**config.mk**
```make
export PLATFORM = sky130hd
export DESIGN_NAME = alu4_seq
export DESIGN_NICKNAME = d
export VERILOG_FILES = /design/src/rtl/alu4_seq.sv
export SDC_FILE = /design/constraint.sdc
export NUM_CORES = 1
export LEC_CHECK = 0
export ABC_AREA = 1
export CAP_MARGIN = 20
export CORE_MARGIN = 1
export CORE_UTILIZATION = 54
export CTS_BUF_LIST = sky130_fd_sc_hd__clkbuf_8
export DETAILED_ROUTE_END_ITERATION = 8
export HOLD_SLACK_MARGIN = 0.02
export PLACE_DENSITY = 0.85
export SYNTH_ARGS = -nofsm -noshare
export SYNTH_HDL_FRONTEND = slang
export SYNTH_SLANG_ARGS = --single-unit
export TNS_END_PERCENT = 5
```
**constraint.sdc**
```tcl
create_clock -name clk -period 4.8 [get_ports clk]
set_input_delay 0.72 -clock clk [delete_from_list [all_inputs] [get_ports clk]]
set_output_delay 0.72 -clock clk [all_outputs]
set_load 0.03 [all_outputs]
```
**src/rtl/alu4_seq.sv**
```systemverilog
// Multi-cycle sequencer that drives an external alu4 slice one nibble per cycle, LSB first.
// Optional signed-overflow output is enabled by defining ALU4_SEQ_OVERFLOW_EN.
module alu4_seq #(
    parameter int unsigned NIBBLES = 4,
    localparam int unsigned WIDTH = 4 * NIBBLES
) (
    input  logic             clk,
    input  logic             rst,
    input  logic             in_valid,
    output logic             in_ready,
    input  logic [3:0]       op,
    input  logic [WIDTH-1:0] op_a,
    input  logic [WIDTH-1:0] op_b,
    output logic             out_valid,
    input  logic             out_ready,
    output logic [WIDTH-1:0] result,
    output logic             carry_out,
    output logic             zero,
`ifdef ALU4_SEQ_OVERFLOW_EN
    output logic             overflow,
`endif
    output logic [3:0]       alu_a,
    output logic [3:0]       alu_b,
    output logic             alu_carry_in,
    output logic [2:0]       alu_select,
    input  logic [3:0]       alu_out,
    input  logic             alu_carry_out
);

    localparam int unsigned IW = (NIBBLES > 1) ? $clog2(NIBBLES) : 1;
    localparam logic [IW-1:0] LAST = IW'(NIBBLES - 1);

    typedef enum logic [1:0] {IDLE, RUN, DONE} state_t;

    state_t           state_q, state_d;
    logic [3:0]       op_q, op_d;
    logic [WIDTH-1:0] a_q, a_d;
    logic [WIDTH-1:0] b_q, b_d;
    logic [IW-1:0]    idx_q, idx_d;
    logic             carry_q, carry_d;
    logic [WIDTH-1:0] result_q, result_d;
    logic             cout_q, cout_d;
    logic             zero_q, zero_d;
    logic             ovf_q, ovf_d;
    logic             beff_msb;

    always_ff @(posedge clk or posedge rst) begin
        if (rst) begin
            state_q  <= IDLE;
            op_q     <= '0;
            a_q      <= '0;
            b_q      <= '0;
            idx_q    <= '0;
            carry_q  <= 1'b0;
            result_q <= '0;
            cout_q   <= 1'b0;
            zero_q   <= 1'b0;
            ovf_q    <= 1'b0;
        end else begin
            state_q  <= state_d;
            op_q     <= op_d;
            a_q      <= a_d;
            b_q      <= b_d;
            idx_q    <= idx_d;
            carry_q  <= carry_d;
            result_q <= result_d;
            cout_q   <= cout_d;
            zero_q   <= zero_d;
            ovf_q    <= ovf_d;
        end
    end

    // MSB of the effective second addend, used for signed overflow of arithmetic ops
    always_comb begin
        case (op_q[2:1])
            2'b00:   beff_msb = 1'b0;
            2'b01:   beff_msb = b_q[WIDTH-1];
            2'b10:   beff_msb = ~b_q[WIDTH-1];
            default: beff_msb = 1'b1;
        endcase
    end

    always_comb begin
        state_d      = state_q;
        op_d         = op_q;
        a_d          = a_q;
        b_d          = b_q;
        idx_d        = idx_q;
        carry_d      = carry_q;
        result_d     = result_q;
        cout_d       = cout_q;
        zero_d       = zero_q;
        ovf_d        = ovf_q;
        alu_a        = '0;
        alu_b        = '0;
        alu_carry_in = 1'b0;
        alu_select   = '0;
        case (state_q)
            IDLE: begin
                if (in_valid) begin
                    op_d    = op;
                    a_d     = op_a;
                    b_d     = op_b;
                    idx_d   = '0;
                    carry_d = op[3] ? 1'b0 : op[0];
                    state_d = RUN;
                end
            end
            RUN: begin
                alu_a        = a_q[4*idx_q +: 4];
                alu_b        = b_q[4*idx_q +: 4];
                alu_carry_in = carry_q;
                alu_select   = op_q[3] ? {1'b1, op_q[1:0]} : {1'b0, op_q[2:1]};
                result_d[4*idx_q +: 4] = alu_out;
                carry_d = op_q[3] ? 1'b0 : alu_carry_out;
                idx_d   = IW'(idx_q + 1'b1);
                if (idx_q == LAST) begin
                    state_d = DONE;
                    cout_d  = carry_d;
                    zero_d  = (result_d == '0);
                    ovf_d   = !op_q[3] && (a_q[WIDTH-1] == beff_msb)
                              && (result_d[WIDTH-1] != a_q[WIDTH-1]);
                end
            end
            DONE: begin
                if (out_ready) state_d = IDLE;
            end
            default: state_d = IDLE;
        endcase
    end

    assign in_ready  = (state_q == IDLE);
    assign out_valid = (state_q == DONE);
    assign result    = result_q;
    assign carry_out = cout_q;
    assign zero      = zero_q;
`ifdef ALU4_SEQ_OVERFLOW_EN
    assign overflow  = ovf_q;
`endif

endmodule

```
==> report_table.html, run 1 <==
<table>
<tr><th>Metric</th><th>Value</th></tr>
<tr><th colspan="2">Run status</th></tr>
<tr><td>Status</td><td>completed</td></tr>
<tr><th colspan="2">CTS</th></tr>
<tr><td>Post-CTS Setup Bufs</td><td>0</td></tr>
<tr><td>Root Buffer Master</td><td>clkbuf_8</td></tr>
<tr><td>Count of instances resized after the clock tree is built</td><td>0</td></tr>
<tr><td>Clock transition at path regs</td><td>approximately 60 ps</td></tr>
<tr><td>Source-to-sink clock delay at the later pin of the worst-skew pair</td><td>330 ps</td></tr>
<tr><td>Post-CTS Hold Buffers</td><td>0</td></tr>
<tr><td>Clock tree from TritonCTS</td><td>built</td></tr>
<tr><td>Number of buffers on the longest clock path</td><td>2</td></tr>
<tr><td>Count of clock tree sinks</td><td>59</td></tr>
<tr><td>Num CTS Buffers</td><td>9</td></tr>
<tr><td>Number of levels in the clock H-tree</td><td>3</td></tr>
<tr><th colspan="2">Cells and area</th></tr>
<tr><td>Area of the multi-input gates</td><td>1276 µm²</td></tr>
<tr><td>Total area of sequential cells</td><td>about 1500 µm²</td></tr>
<tr><td>Number of nets at the end of the flow</td><td>525</td></tr>
<tr><td>Number of diodes</td><td>0</td></tr>
<tr><td>Synthesis-to-finish area growth</td><td>34.25%</td></tr>
<tr><td>Ratio of cells with drive above 1 in the final layout</td><td>0.04812</td></tr>
<tr><td>Number of filler cells placed in the layout</td><td>399</td></tr>
<tr><td>Post-route insts no fill</td><td>548</td></tr>
<tr><th colspan="2">Floorplan</th></tr>
<tr><td>Starting density of the core</td><td>0.5699</td></tr>
<tr><td>Placeable core region</td><td>5172 µm²</td></tr>
<tr><td>Horizontal die dimension</td><td>~76 µm</td></tr>
<tr><td>Die height</td><td>75.89 µm</td></tr>
<tr><td>Number of ports placed on the die boundary</td><td>slightly below 80</td></tr>
<tr><td>Die Footprint</td><td>5759 µm²</td></tr>
<tr><td>Number of cell rows</td><td>26</td></tr>
<tr><th colspan="2">Synth</th></tr>
<tr><td>Cell count after synthesis</td><td>399</td></tr>
<tr><td>Post-synthesis cell type count</td><td>18</td></tr>
<tr><td>Flop and latch count out of synthesis</td><td>59</td></tr>
<tr><td>Average cell area after synthesis</td><td>7.388 µm²</td></tr>
<tr><td>Adder-Cell Fraction of Synth Area</td><td>0.02547</td></tr>
<tr><td>Largest area contributor in the synthesized netlist</td><td>dfrtp_1</td></tr>
<tr><td>Post-synthesis xor/xnor area fraction</td><td>0</td></tr>
<tr><td>Largest family of logic cells by synthesized area</td><td>simple AND/OR/NAND/NOR gates</td></tr>
<tr><td>Cell area after synthesis</td><td>2948 µm²</td></tr>
<tr><td>Number of synthesis warnings</td><td>0</td></tr>
<tr><td>Mux share of post-synthesis cell area</td><td>0</td></tr>
<tr><td>Simple-gate share of the synthesized area</td><td>0.2924</td></tr>
<tr><td>Nets in the synthesized netlist</td><td>450</td></tr>
<tr><td>Sequential-to-total area share from yosys stat</td><td>0.5008</td></tr>
<tr><td>Top area cells in the synthesized netlist</td><td>dfrtp_1 (50%), nand2_1 (20%), nor2_1 (6.4%)</td></tr>
<tr><td>Post-synthesis compound-gate area fraction</td><td>0.1150</td></tr>
<tr><td>Area fraction of the dominant cell type after synthesis</td><td>0.5008</td></tr>
<tr><th colspan="2">Setup path</th></tr>
<tr><td>Required time of the critical path</td><td>4080 ps</td></tr>
<tr><td>Max FO, Critical Path</td><td>17</td></tr>
<tr><td>Setup crit start kind</td><td>flip-flop</td></tr>
<tr><td>Data arrival time at the worst-slack endpoint</td><td>2450 ps</td></tr>
<tr><td>Endpoint class of the critical path</td><td>output port</td></tr>
<tr><td>Class of the most critical setup path</td><td>flip-flop to output port</td></tr>
<tr><th colspan="2">Drt</th></tr>
<tr><td>Routed Antenna Nets</td><td>0</td></tr>
<tr><td>Violation count after the first detailed-routing iteration</td><td>251</td></tr>
<tr><td>Drt via density</td><td>5.188</td></tr>
<tr><td>Residual DRC</td><td>0</td></tr>
<tr><td>Per-cell routed wire length</td><td>~13 µm</td></tr>
<tr><td>Wire length after detailed routing</td><td>6934 µm</td></tr>
<tr><td>DR vias</td><td>2843</td></tr>
<tr><td>Router iterations before antenna repair</td><td>7</td></tr>
<tr><th colspan="2">Global route</th></tr>
<tr><td>Maximum number of pins on one net before global-route repair</td><td>60</td></tr>
<tr><td>Number of antenna violations at the first check in global routing</td><td>0</td></tr>
<tr><td>Number of global-route vias before repair</td><td>roughly 2500</td></tr>
<tr><td>Overflow left after global routing</td><td>0</td></tr>
<tr><td>Total routing usage reported by global routing</td><td>0.2688</td></tr>
<tr><td>Wire length of the first global-routing pass</td><td>roughly 11000 µm</td></tr>
<tr><th colspan="2">STA</th></tr>
<tr><td>Max_slew headroom</td><td>0.5180</td></tr>
<tr><td>Final setup violation count</td><td>0</td></tr>
<tr><td>Final Hold Viols</td><td>0</td></tr>
<tr><td>Unrepaired setup endpoints after global routing</td><td>no</td></tr>
<tr><td>Peak clock frequency supported by timing</td><td>0.3159 GHz</td></tr>
<tr><td>Count of final max-slew check failures</td><td>0</td></tr>
<tr><td>Fin crit period</td><td>3165 ps</td></tr>
<tr><td>Worst-margin pin slew</td><td>723.0 ps</td></tr>
<tr><td>Final worst path period share</td><td>0.6594</td></tr>
<tr><td>Worst clock skew</td><td>between 5 and 6 ps</td></tr>
<tr><td>TNS Setup</td><td>0 ps</td></tr>
<tr><th colspan="2">Power</th></tr>
<tr><td>Internal Dissipation</td><td>1.608 mW</td></tr>
<tr><td>Share of total power in sequential cells</td><td>0.306</td></tr>
<tr><td>Clock power frac</td><td>0.150</td></tr>
<tr><td>Total power divided by cell area</td><td>about 750 nW/µm²</td></tr>
<tr><td>P_sw</td><td>1.361 mW</td></tr>
<tr><td>VDD IR-drop max</td><td>0.4458 mV</td></tr>
<tr><td>Switch share</td><td>0.4585</td></tr>
<tr><td>Tot Pwr</td><td>2.970 mW</td></tr>
<tr><td>Logic gate share of total power</td><td>0.544</td></tr>
<tr><td>Static Leak</td><td>1.937 nW</td></tr>
<tr><th colspan="2">Place</th></tr>
<tr><td>Placed Cells incl. Taps</td><td>532</td></tr>
<tr><td>Number of buffers added on ports</td><td>76</td></tr>
<tr><td>Routability-driven placement congestion ratio</td><td>~0.94</td></tr>
<tr><td>Detail Placement HPWL</td><td>4751 µm</td></tr>
<tr><th colspan="2">Flow run</th></tr>
<tr><td>Max-capacitance violation count</td><td>0</td></tr>
<tr><th colspan="2">Worst hold path</th></tr>
<tr><td>Kind of path behind the tightest hold check</td><td>flip-flop to flip-flop</td></tr>
</table>
==> area by class of cell <==
type                       instances  share of cell area
clock buffer                      11             0.03825
clock inverter                     4             0.01075
inverter                          32             0.03035
multi-input combinational        293              0.3225
sequential                        59              0.3731
tap                               70             0.02213
timing repair buffer              79              0.2030
==> cells by family (layout without fill, tap and decap cells) <==
logic type               Yosys count  in the layout
AND/OR/NAND/NOR                  224            224
AO/OA/AOI/OAI                     63             63
flip-flops                        59             59
buffers and inverters             47            126
adder cells (fa/ha/maj)            6              6
==> flip-flops by register name, summed over array words and instances (netlist names) <==
register	count
carry_q	1
a_q	16
idx_q	2
op_q	4
b_q	16
zero	1
carry_out	1
result	16
state_q	2
==> power by group through the flow <==
stage | logic, mW | clock network (mW) | registers [mW]
6_report | 1.62 | 0.445 | 0.908
5_1_grt | 1.80 | 0.474 | 0.939
4_1_cts | 1.56 | 0.449 | 0.939
3_5_place_dp | 1.54 | 0 | 0.945
3_3_place_gp | 1.51 | 0 | 0.936
2_1_floorplan | 0.959 | 0 | 1.02
==> cell usage after synthesis <==
cell type,n
o21ai_1,10
nand3_1,15
o211ai_1,4
nand2_1,158
clkbuf_1,3
dfrtp_1,59
o21ai_0,25
a31oi_1,9
inv_1,27
nor2_1,50
buf_1,1
buf_4,2
o31ai_1,1
ha_1,6
inv_2,5
a21oi_1,14
nand2_2,1
buf_2,9
==> routing by layer <==
layer  track usage  wire length [µm]
met5             0                 0
met4        0.1235               164
met3       0.04762               353
met2        0.4376              3347
met1        0.3501              3069
==> layout by cell type (no fill, tap or decap) <==
cell type        synthesis  routed
buf_4                    2       2
a21oi_1                 14      14
buf_16                   0       1
nand2_2                  1       1
o21ai_1                 10      10
o21ai_0                 25      25
nor2_1                  50      50
nand2_1                158     158
nand3_1                 15      15
dfrtp_1                 59      59
bufinv_16                0       1
ha_1                     6       6
clkdlybuf4s50_1          0      76
clkinv_2                 0       1
clkbuf_8                 0      11
o31ai_1                  1       1
inv_1                   27      28
o211ai_1                 4       4
inv_2                    5       6
a31oi_1                  9       9
==> metrics by stage <==
step	area, µm²	utilization	setup WS [ps]	hold WS [ps]
floorplan	2948	-	2592	443.6
global placement	3736	0.7223	1913	456.5
detailed placement	3736	0.7223	1835	460.9
CTS	3930	0.7598	1415	476.7
global route	3958	0.7651	1493	498.8
finish	3958	0.7651	1635	472.1
==> critical path: stages (launching register included) <==
cell	delay, ps
dfrtp_1	710
inv_1	260
nor2_1	180
o21ai_0	110
a21oi_1	150
clkdlybuf4s50_1	700
==> path summary, 6_finish.rpt <==
check / start / endpoint / slack (ps) / depth (start not counted)
worst max-delay path: idx_q[1]$_DFFE_PP0P_ / alu_b[0] / 1630 / 5
worst min-delay path: a_q[3]$_DFFE_PP0P_ / a_q[3]$_DFFE_PP0P_ / 470 / 2
worst max register to register: idx_q[1]$_DFFE_PP0P_ / zero$_DFFE_PP0P_ / 2520 / 10
worst min register to register: a_q[3]$_DFFE_PP0P_ / a_q[3]$_DFFE_PP0P_ / 470 / 2
max in group asynchronous: rst / b_q[15]$_DFFE_PP0P_ / 3410 / 3
min in group asynchronous: rst / a_q[14]$_DFFE_PP0P_ / 900 / 3
Note: power is estimated with default switching activity, not from simulation.
==> inputs of run 2 (changes only) <==
Settings changed: CORE_UTILIZATION 54 to 50, PLACE_DENSITY 0.85 to 0.8.
Clock period 4.8 ns to 3.3 ns, I/O delays scaled along.
==> report_table.html, run 2 (synthesized netlist as in run 1, its figures left out) <==
<table>
<tr><th>Metric</th><th>Value</th></tr>
<tr><th colspan="2">Drt</th></tr>
<tr><td>DR vias</td><td>2842 (-0.035%)</td></tr>
<tr><td>Residual DRC</td><td>0 (unchanged)</td></tr>
<tr><td>Per-cell routed wire length</td><td>13.25 µm (+4.7%)</td></tr>
<tr><td>Drt via density</td><td>5.149 (-0.76%)</td></tr>
<tr><td>Violation count after the first detailed-routing iteration</td><td>211 (-16%)</td></tr>
<tr><td>Wire length after detailed routing</td><td>7316 µm (+5.5%)</td></tr>
<tr><td>Routed Antenna Nets</td><td>0 (unchanged)</td></tr>
<tr><td>Router iterations before antenna repair</td><td>4 (-3)</td></tr>
<tr><th colspan="2">CTS</th></tr>
<tr><td>Post-CTS Setup Bufs</td><td>0 (unchanged)</td></tr>
<tr><td>Count of clock tree sinks</td><td>59 (unchanged)</td></tr>
<tr><td>Post-CTS Hold Buffers</td><td>0 (unchanged)</td></tr>
<tr><td>Number of levels in the clock H-tree</td><td>3 (unchanged)</td></tr>
<tr><td>Number of buffers on the longest clock path</td><td>2 (unchanged)</td></tr>
<tr><td>Root Buffer Master</td><td>clkbuf_8</td></tr>
<tr><td>Num CTS Buffers</td><td>9 (unchanged)</td></tr>
<tr><td>Clock tree from TritonCTS</td><td>built</td></tr>
<tr><td>Clock transition at path regs</td><td>70 ps (about the same)</td></tr>
<tr><td>Source-to-sink clock delay at the later pin of the worst-skew pair</td><td>340 ps (about the same)</td></tr>
<tr><td>Count of instances resized after the clock tree is built</td><td>0 (unchanged)</td></tr>
<tr><th colspan="2">STA</th></tr>
<tr><td>Final setup violation count</td><td>0 (unchanged)</td></tr>
<tr><td>Max_slew headroom</td><td>0.5684 (+0.05041)</td></tr>
<tr><td>Count of final max-slew check failures</td><td>0 (unchanged)</td></tr>
<tr><td>Unrepaired setup endpoints after global routing</td><td>no</td></tr>
<tr><td>Worst-margin pin slew</td><td>646.5 ps (-76.56 ps)</td></tr>
<tr><td>Peak clock frequency supported by timing</td><td>0.3450 GHz</td></tr>
<tr><td>TNS Setup</td><td>0 ps (unchanged)</td></tr>
<tr><td>Worst clock skew</td><td>6.853 ps (+1.727 ps)</td></tr>
<tr><td>Fin crit period</td><td>2899 ps</td></tr>
<tr><td>Smallest setup slack after layout</td><td>401.2 ps (-1234 ps)</td></tr>
<tr><td>Final Hold Viols</td><td>0 (unchanged)</td></tr>
<tr><td>Fin Hold WS</td><td>475.9 ps (+3.820 ps)</td></tr>
<tr><td>Final worst path period share</td><td>0.8784</td></tr>
<tr><th colspan="2">Floorplan</th></tr>
<tr><td>Die Footprint</td><td>6207 µm² (+7.8%)</td></tr>
<tr><td>Number of cell rows</td><td>27 (+3.8%)</td></tr>
<tr><td>Placeable core region</td><td>5608 µm² (+8.4%)</td></tr>
<tr><td>Starting density of the core</td><td>0.5257 (-0.04425)</td></tr>
<tr><td>Number of ports placed on the die boundary</td><td>77 (unchanged)</td></tr>
<tr><td>Die height</td><td>78.79 µm (+3.8%)</td></tr>
<tr><td>Horizontal die dimension</td><td>78.79 µm (+3.8%)</td></tr>
<tr><th colspan="2">Setup path</th></tr>
<tr><td>Data arrival time at the worst-slack endpoint</td><td>2400 ps (-50 ps)</td></tr>
<tr><td>Critical path endpoint</td><td>alu_b[3]</td></tr>
<tr><td>Critical-path cell list</td><td>inv_1 &gt; nor2_1 &gt; o21ai_0 &gt; a21oi_1 &gt; clkdlybuf4s50_1</td></tr>
<tr><td>Setup crit start kind</td><td>flip-flop</td></tr>
<tr><td>RR Endpoint</td><td>zero$_DFFE_PP0P_</td></tr>
<tr><td>Max FO, Critical Path</td><td>17 (unchanged)</td></tr>
<tr><td>Endpoint class of the critical path</td><td>output port</td></tr>
<tr><td>Library cell contributing the largest single delay on the critical path</td><td>clkdlybuf4s50_1</td></tr>
<tr><td>Logic depth of the worst register-to-register path</td><td>10 (unchanged)</td></tr>
<tr><td>Setup slack of the most critical reg-to-reg path</td><td>960 ps (-1560 ps)</td></tr>
<tr><td>Largest incremental delay on the critical path</td><td>700 ps (about the same)</td></tr>
<tr><td>Launching point of the worst reg2reg path</td><td>idx_q[0]$_DFFE_PP0P_</td></tr>
<tr><td>Class of the most critical setup path</td><td>flip-flop to output port</td></tr>
<tr><td>Required time of the critical path</td><td>2800 ps (-1280 ps)</td></tr>
<tr><td>Crit path launch</td><td>idx_q[1]$_DFFE_PP0P_</td></tr>
<tr><th colspan="2">Global route</th></tr>
<tr><td>Number of antenna violations at the first check in global routing</td><td>0 (unchanged)</td></tr>
<tr><td>Wire length of the first global-routing pass</td><td>12630 µm (+11%)</td></tr>
<tr><td>Total routing usage reported by global routing</td><td>0.2663 (-0.002463)</td></tr>
<tr><td>Maximum number of pins on one net before global-route repair</td><td>31 (-48%)</td></tr>
<tr><td>Overflow left after global routing</td><td>0 (unchanged)</td></tr>
<tr><td>Number of global-route vias before repair</td><td>2851 (+13%)</td></tr>
<tr><th colspan="2">Place</th></tr>
<tr><td>Routability-driven placement congestion ratio</td><td>0.9003 (-3.9%)</td></tr>
<tr><td>Detail Placement HPWL</td><td>5093 µm (+7.2%)</td></tr>
<tr><td>Number of buffers added on ports</td><td>76 (unchanged)</td></tr>
<tr><td>Setup Slack @ Placement</td><td>777.1 ps (-1058 ps)</td></tr>
<tr><th colspan="2">Cells and area</th></tr>
<tr><td>Total area of sequential cells</td><td>1476 µm² (unchanged)</td></tr>
<tr><td>Number of diodes</td><td>0 (unchanged)</td></tr>
<tr><td>Synthesis-to-finish area growth</td><td>35.48%</td></tr>
<tr><td>Number of nets at the end of the flow</td><td>526 (+0.19%)</td></tr>
<tr><td>Most frequent cells in the layout</td><td>nand2_1 (158), clkdlybuf4s50_1 (76), dfrtp_1 (59), nor2_1 (50), inv_1 (27)</td></tr>
<tr><td>Leading cell type in the layout, fill and taps excluded</td><td>nand2_1</td></tr>
<tr><td>Number of filler cells placed in the layout</td><td>482 (+21%)</td></tr>
<tr><td>Area of the multi-input gates</td><td>1276 µm² (unchanged)</td></tr>
<tr><td>Ratio of cells with drive above 1 in the final layout</td><td>0.05417 (+0.006050)</td></tr>
<tr><th colspan="2">Power</th></tr>
<tr><td>VDD IR-drop max</td><td>0.5538 mV (+24%)</td></tr>
<tr><td>Total power divided by cell area</td><td>1112 nW/µm² (+48%)</td></tr>
<tr><td>Static Leak</td><td>1.949 nW (+0.58%)</td></tr>
<tr><td>Tot Pwr</td><td>4.440 mW (+50%)</td></tr>
<tr><th colspan="2">Flow run</th></tr>
<tr><td>Max-capacitance violation count</td><td>0 (unchanged)</td></tr>
<tr><th colspan="2">Worst hold path</th></tr>
<tr><td>Kind of path behind the tightest hold check</td><td>flip-flop to flip-flop</td></tr>
<tr><th colspan="2">Run status</th></tr>
<tr><td>Status</td><td>completed</td></tr>
</table>
run 2: how the worst min path moves through the flow:
stage / endpoint / startpoint / depth (start not counted)
6_report: b_q[6]$_DFFE_PP0P_ / b_q[6]$_DFFE_PP0P_ / 2
5_1_grt: b_q[6]$_DFFE_PP0P_ / b_q[6]$_DFFE_PP0P_ / 2
4_1_cts: carry_out$_DFFE_PP0P_ / carry_out$_DFFE_PP0P_ / 2
3_5_place_dp: carry_out$_DFFE_PP0P_ / carry_out$_DFFE_PP0P_ / 2
3_3_place_gp: b_q[15]$_DFFE_PP0P_ / b_q[15]$_DFFE_PP0P_ / 2
2_1_floorplan: b_q[12]$_DFFE_PP0P_ / b_q[12]$_DFFE_PP0P_ / 2
run 2: per-stage QoR:
stage	std cells	area, µm²	utilization
final	552	3994	0.7122
after global routing	552	3994	0.7122
after CTS	552	3994	0.7122
after detailed placement	536	3766	0.6716
after global placement	536	3766	0.6716
after floorplan	399	2948	-
run 2: cell type report:
cell class                      instances  area share
Inverter                               32     0.03008
Sequential cell                        59      0.3697
Timing Repair Buffer                   80      0.2011
Clock inverter                          5     0.01911
Multi-Input combinational cell        293      0.3195
Tap cell                               72     0.02256
Clock buffer                           11     0.03791
run 2: worst max-delay path, delay by kind of cell, from the launching register on:
kind	cells	cell delay, ps
flip-flops	1	690
buffers and inverters	2	970
AO/OA/AOI/OAI	2	260
AND/OR/NAND/NOR	1	150
run 2: where the power goes:
part | total, mW | switching (mW) | internal [mW]
sequential | 1.35 | 0.271 | 1.08
clock | 0.759 | 0.296 | 0.462
combinational | 2.33 | 1.47 | 0.861
total | 4.44 | 2.04 | 2.40
run 2: routing by layer:
| layer | part of all wire | GRT usage | vias up |
|---|---|---|---|
| li1 | - | - | 1412 |
| met1 | 0.45 | 0.3426 | 1317 |
| met2 | 0.48 | 0.4313 | 96 |
| met3 | 0.052 | 0.03678 | 17 |
| met4 | 0.025 | 0.1519 | 0 |
| met5 | 0 | 0 | - |
==> inputs of run 3 (changes only) <==
Settings changed: CORE_UTILIZATION 50 to 54, PLACE_DENSITY 0.8 to 0.85.
Clock period 3.3 ns to 3.4 ns, I/O delays scaled along.
==> report_table.html, run 3 (synthesized netlist as in run 1, its figures left out) <==
<table>
<tr><th>Metric</th><th>Value</th></tr>
<tr><th colspan="2">Place</th></tr>
<tr><td>Detail Placement HPWL</td><td>5003 µm (-1.8%)</td></tr>
<tr><td>Cell Area, Placed</td><td>3751 µm² (-0.40%)</td></tr>
<tr><td>Routability-driven placement congestion ratio</td><td>0.9356 (+3.9%)</td></tr>
<tr><td>Number of buffers added on ports</td><td>76 (unchanged)</td></tr>
<tr><th colspan="2">Cells and area</th></tr>
<tr><td>Leading cell type in the layout, fill and taps excluded</td><td>nand2_1</td></tr>
<tr><td>Number of filler cells placed in the layout</td><td>381 (-21%)</td></tr>
<tr><td>Number of nets at the end of the flow</td><td>526 (unchanged)</td></tr>
<tr><td>Number of diodes</td><td>0 (unchanged)</td></tr>
<tr><td>Area of the multi-input gates</td><td>1276 µm² (unchanged)</td></tr>
<tr><td>Most frequent cells in the layout</td><td>nand2_1 (158), clkdlybuf4s50_1 (76), dfrtp_1 (59), nor2_1 (50), inv_1 (30)</td></tr>
<tr><td>Total area of sequential cells</td><td>1476 µm² (unchanged)</td></tr>
<tr><td>Synthesis-to-finish area growth</td><td>33.62%</td></tr>
<tr><td>Ratio of cells with drive above 1 in the final layout</td><td>0.04792 (-0.006250)</td></tr>
<tr><td>Post-route cell area</td><td>3939 µm² (-1.4%)</td></tr>
<tr><th colspan="2">Global route</th></tr>
<tr><td>Overflow left after global routing</td><td>0 (unchanged)</td></tr>
<tr><td>Met3 Resource Use GR</td><td>0.04365 (+0.006869)</td></tr>
<tr><td>Number of antenna violations at the first check in global routing</td><td>0 (unchanged)</td></tr>
<tr><td>Wire length of the first global-routing pass</td><td>11850 µm (-6.2%)</td></tr>
<tr><td>Met2 layer usage reported by global route</td><td>0.4366 (+0.005274)</td></tr>
<tr><td>GR peak layer</td><td>met2</td></tr>
<tr><td>Maximum number of pins on one net before global-route repair</td><td>46 (+48%)</td></tr>
<tr><td>Number of global-route vias before repair</td><td>2646 (-7.2%)</td></tr>
<tr><td>Total routing usage reported by global routing</td><td>0.2781 (+0.01178)</td></tr>
<tr><td>GRT met1 Usage</td><td>0.3806 (+0.03794)</td></tr>
<tr><th colspan="2">CTS</th></tr>
<tr><td>Number of levels in the clock H-tree</td><td>3 (unchanged)</td></tr>
<tr><td>Root Buffer Master</td><td>clkbuf_8</td></tr>
<tr><td>Number of buffers on the longest clock path</td><td>2 (unchanged)</td></tr>
<tr><td>Count of instances resized after the clock tree is built</td><td>0 (unchanged)</td></tr>
<tr><td>Count of clock tree sinks</td><td>59 (unchanged)</td></tr>
<tr><td>Num CTS Buffers</td><td>9 (unchanged)</td></tr>
<tr><td>Post-CTS Setup Bufs</td><td>0 (unchanged)</td></tr>
<tr><td>Clock tree from TritonCTS</td><td>built</td></tr>
<tr><td>Post-CTS Hold Buffers</td><td>0 (unchanged)</td></tr>
<tr><td>Clock transition at path regs</td><td>70 ps (about the same)</td></tr>
<tr><td>Source-to-sink clock delay at the later pin of the worst-skew pair</td><td>340 ps (about the same)</td></tr>
<tr><th colspan="2">Drt</th></tr>
<tr><td>Routed Antenna Nets</td><td>0 (unchanged)</td></tr>
<tr><td>DR vias</td><td>2889 (+1.7%)</td></tr>
<tr><td>Wire length after detailed routing</td><td>7116 µm (-2.7%)</td></tr>
<tr><td>Per-cell routed wire length</td><td>12.94 µm (-2.4%)</td></tr>
<tr><td>Router iterations before antenna repair</td><td>5 (+1)</td></tr>
<tr><td>Drt via density</td><td>5.253 (+2.0%)</td></tr>
<tr><td>Violation count after the first detailed-routing iteration</td><td>223 (+5.7%)</td></tr>
<tr><td>Residual DRC</td><td>0 (unchanged)</td></tr>
<tr><th colspan="2">Setup path</th></tr>
<tr><td>Class of the most critical setup path</td><td>flip-flop to output port</td></tr>
<tr><td>Largest incremental delay on the critical path</td><td>700 ps (about the same)</td></tr>
<tr><td>Buffers and inverters on the worst path</td><td>2 (unchanged)</td></tr>
<tr><td>Endpoint class of the critical path</td><td>output port</td></tr>
<tr><td>Setup crit start kind</td><td>flip-flop</td></tr>
<tr><td>Largest delay contributor family on the critical path</td><td>buffers and inverters</td></tr>
<tr><td>Data arrival time at the worst-slack endpoint</td><td>2450 ps (+50 ps)</td></tr>
<tr><td>Critical-path cell list</td><td>inv_1 &gt; nor2_1 &gt; o21ai_0 &gt; a21oi_1 &gt; clkdlybuf4s50_1</td></tr>
<tr><td>Library cell contributing the largest single delay on the critical path</td><td>clkdlybuf4s50_1</td></tr>
<tr><td>Required time of the critical path</td><td>2890 ps (+90 ps)</td></tr>
<tr><td>Max FO, Critical Path</td><td>17 (unchanged)</td></tr>
<tr><th colspan="2">Floorplan</th></tr>
<tr><td>Number of ports placed on the die boundary</td><td>77 (unchanged)</td></tr>
<tr><td>Placeable core region</td><td>5172 µm² (-7.8%)</td></tr>
<tr><td>Horizontal die dimension</td><td>75.89 µm (-3.7%)</td></tr>
<tr><td>Starting density of the core</td><td>0.5699 (+0.04425)</td></tr>
<tr><td>Die Footprint</td><td>5759 µm² (-7.2%)</td></tr>
<tr><td>Die height</td><td>75.89 µm (-3.7%)</td></tr>
<tr><td>Number of cell rows</td><td>26 (-3.7%)</td></tr>
<tr><th colspan="2">Power</th></tr>
<tr><td>P_sw</td><td>1.942 mW (-4.7%)</td></tr>
<tr><td>Total power divided by cell area</td><td>1058 nW/µm² (-4.8%)</td></tr>
<tr><td>Internal Dissipation</td><td>2.225 mW (-7.4%)</td></tr>
<tr><td>Share of total power in sequential cells</td><td>0.313 (+0.009)</td></tr>
<tr><td>Static Leak</td><td>1.938 nW (-0.54%)</td></tr>
<tr><td>Switch share</td><td>0.4661 (+0.007018)</td></tr>
<tr><td>Clock power frac</td><td>0.147 (-0.024)</td></tr>
<tr><td>VDD IR-drop max</td><td>0.6335 mV (+14%)</td></tr>
<tr><td>Tot Pwr</td><td>4.167 mW (-6.1%)</td></tr>
<tr><td>Logic gate share of total power</td><td>0.540 (+0.015)</td></tr>
<tr><th colspan="2">STA</th></tr>
<tr><td>Peak clock frequency supported by timing</td><td>0.3378 GHz</td></tr>
<tr><td>Unrepaired setup endpoints after global routing</td><td>no</td></tr>
<tr><td>TNS Setup</td><td>0 ps (unchanged)</td></tr>
<tr><td>Final worst path period share</td><td>0.8706</td></tr>
<tr><td>Max_slew headroom</td><td>0.5517 (-0.01667)</td></tr>
<tr><td>Final setup violation count</td><td>0 (unchanged)</td></tr>
<tr><td>Worst-margin pin slew</td><td>671.4 ps (+24.97 ps)</td></tr>
<tr><td>Final Hold Viols</td><td>0 (unchanged)</td></tr>
<tr><td>Count of final max-slew check failures</td><td>0 (unchanged)</td></tr>
<tr><td>Worst clock skew</td><td>7.072 ps (+0.2187 ps)</td></tr>
<tr><td>Fin crit period</td><td>~3000 ps</td></tr>
<tr><th colspan="2">Run status</th></tr>
<tr><td>Status</td><td>completed</td></tr>
<tr><th colspan="2">Worst hold path</th></tr>
<tr><td>Kind of path behind the tightest hold check</td><td>primary input to async pin</td></tr>
<tr><th colspan="2">Flow run</th></tr>
<tr><td>Max-capacitance violation count</td><td>0 (unchanged)</td></tr>
</table>
run 3: worst reg2reg max path, delay by kind of cell (launching register included):
kind,cells,cell delay (ps)
flops,1,690
simple gates,6,470
buf+inv,2,390
fa+ha+maj,1,390
compound gates,1,280
run 3: final timing paths:
kind | start | to | slack [ps] | cells after the start
worst max-delay path | idx_q[1]$_DFFE_PP0P_ | alu_b[0] | 440 | 5
worst min register to register | carry_out$_DFFE_PP0P_ | carry_out$_DFFE_PP0P_ | 480 | 2
max in group asynchronous | rst | b_q[9]$_DFFE_PP0P_ | 2330 | 3
min in group clk | carry_out$_DFFE_PP0P_ | carry_out$_DFFE_PP0P_ | 480 | 2
worst min-delay path | rst | op_q[1]$_DFFE_PP0P_ | 430 | 2
worst max register to register | idx_q[1]$_DFFE_PP0P_ | zero$_DFFE_PP0P_ | 1080 | 10
run 3: stage by stage:
step | setup WS (ps) | utilization | instances | hold WS [ps]
floorplan | 1402 | - | 399 | 443.6
detailed placement | 818.9 | 0.7252 | 534 | 459.8
CTS | 441.2 | 0.7615 | 550 | 433.8
finish | 440.1 | 0.7615 | 550 | 426.0
global placement | 950.5 | 0.7252 | 534 | 457.8
global route | 262.8 | 0.7615 | 550 | 461.8
run 3: cell type report:
class / instances / area share
inverter: 32 / 0.03050
sequential: 59 / 0.3748
clock inverter: 6 / 0.01271
multi-input combinational: 293 / 0.3240
clock buffer: 10 / 0.03494
timing repair buffer: 80 / 0.2008
tap: 70 / 0.02224
run 3: power groups by stage:
stage,combinational [mW],clock (mW),sequential (mW)
floorplan,1.35,0,1.44
global placement,2.17,0,1.29
detailed placement,2.22,0,1.31
CTS,2.24,0.611,1.30
global route,2.50,0.644,1.35
finish,2.25,0.613,1.31
run 3: per-layer routing:
layer | up-vias | part of all wire
met5 | - | 0
met4 | 0 | 0.017
met3 | 13 | 0.059
met2 | 119 | 0.48
met1 | 1347 | 0.44
li1 | 1410 | -
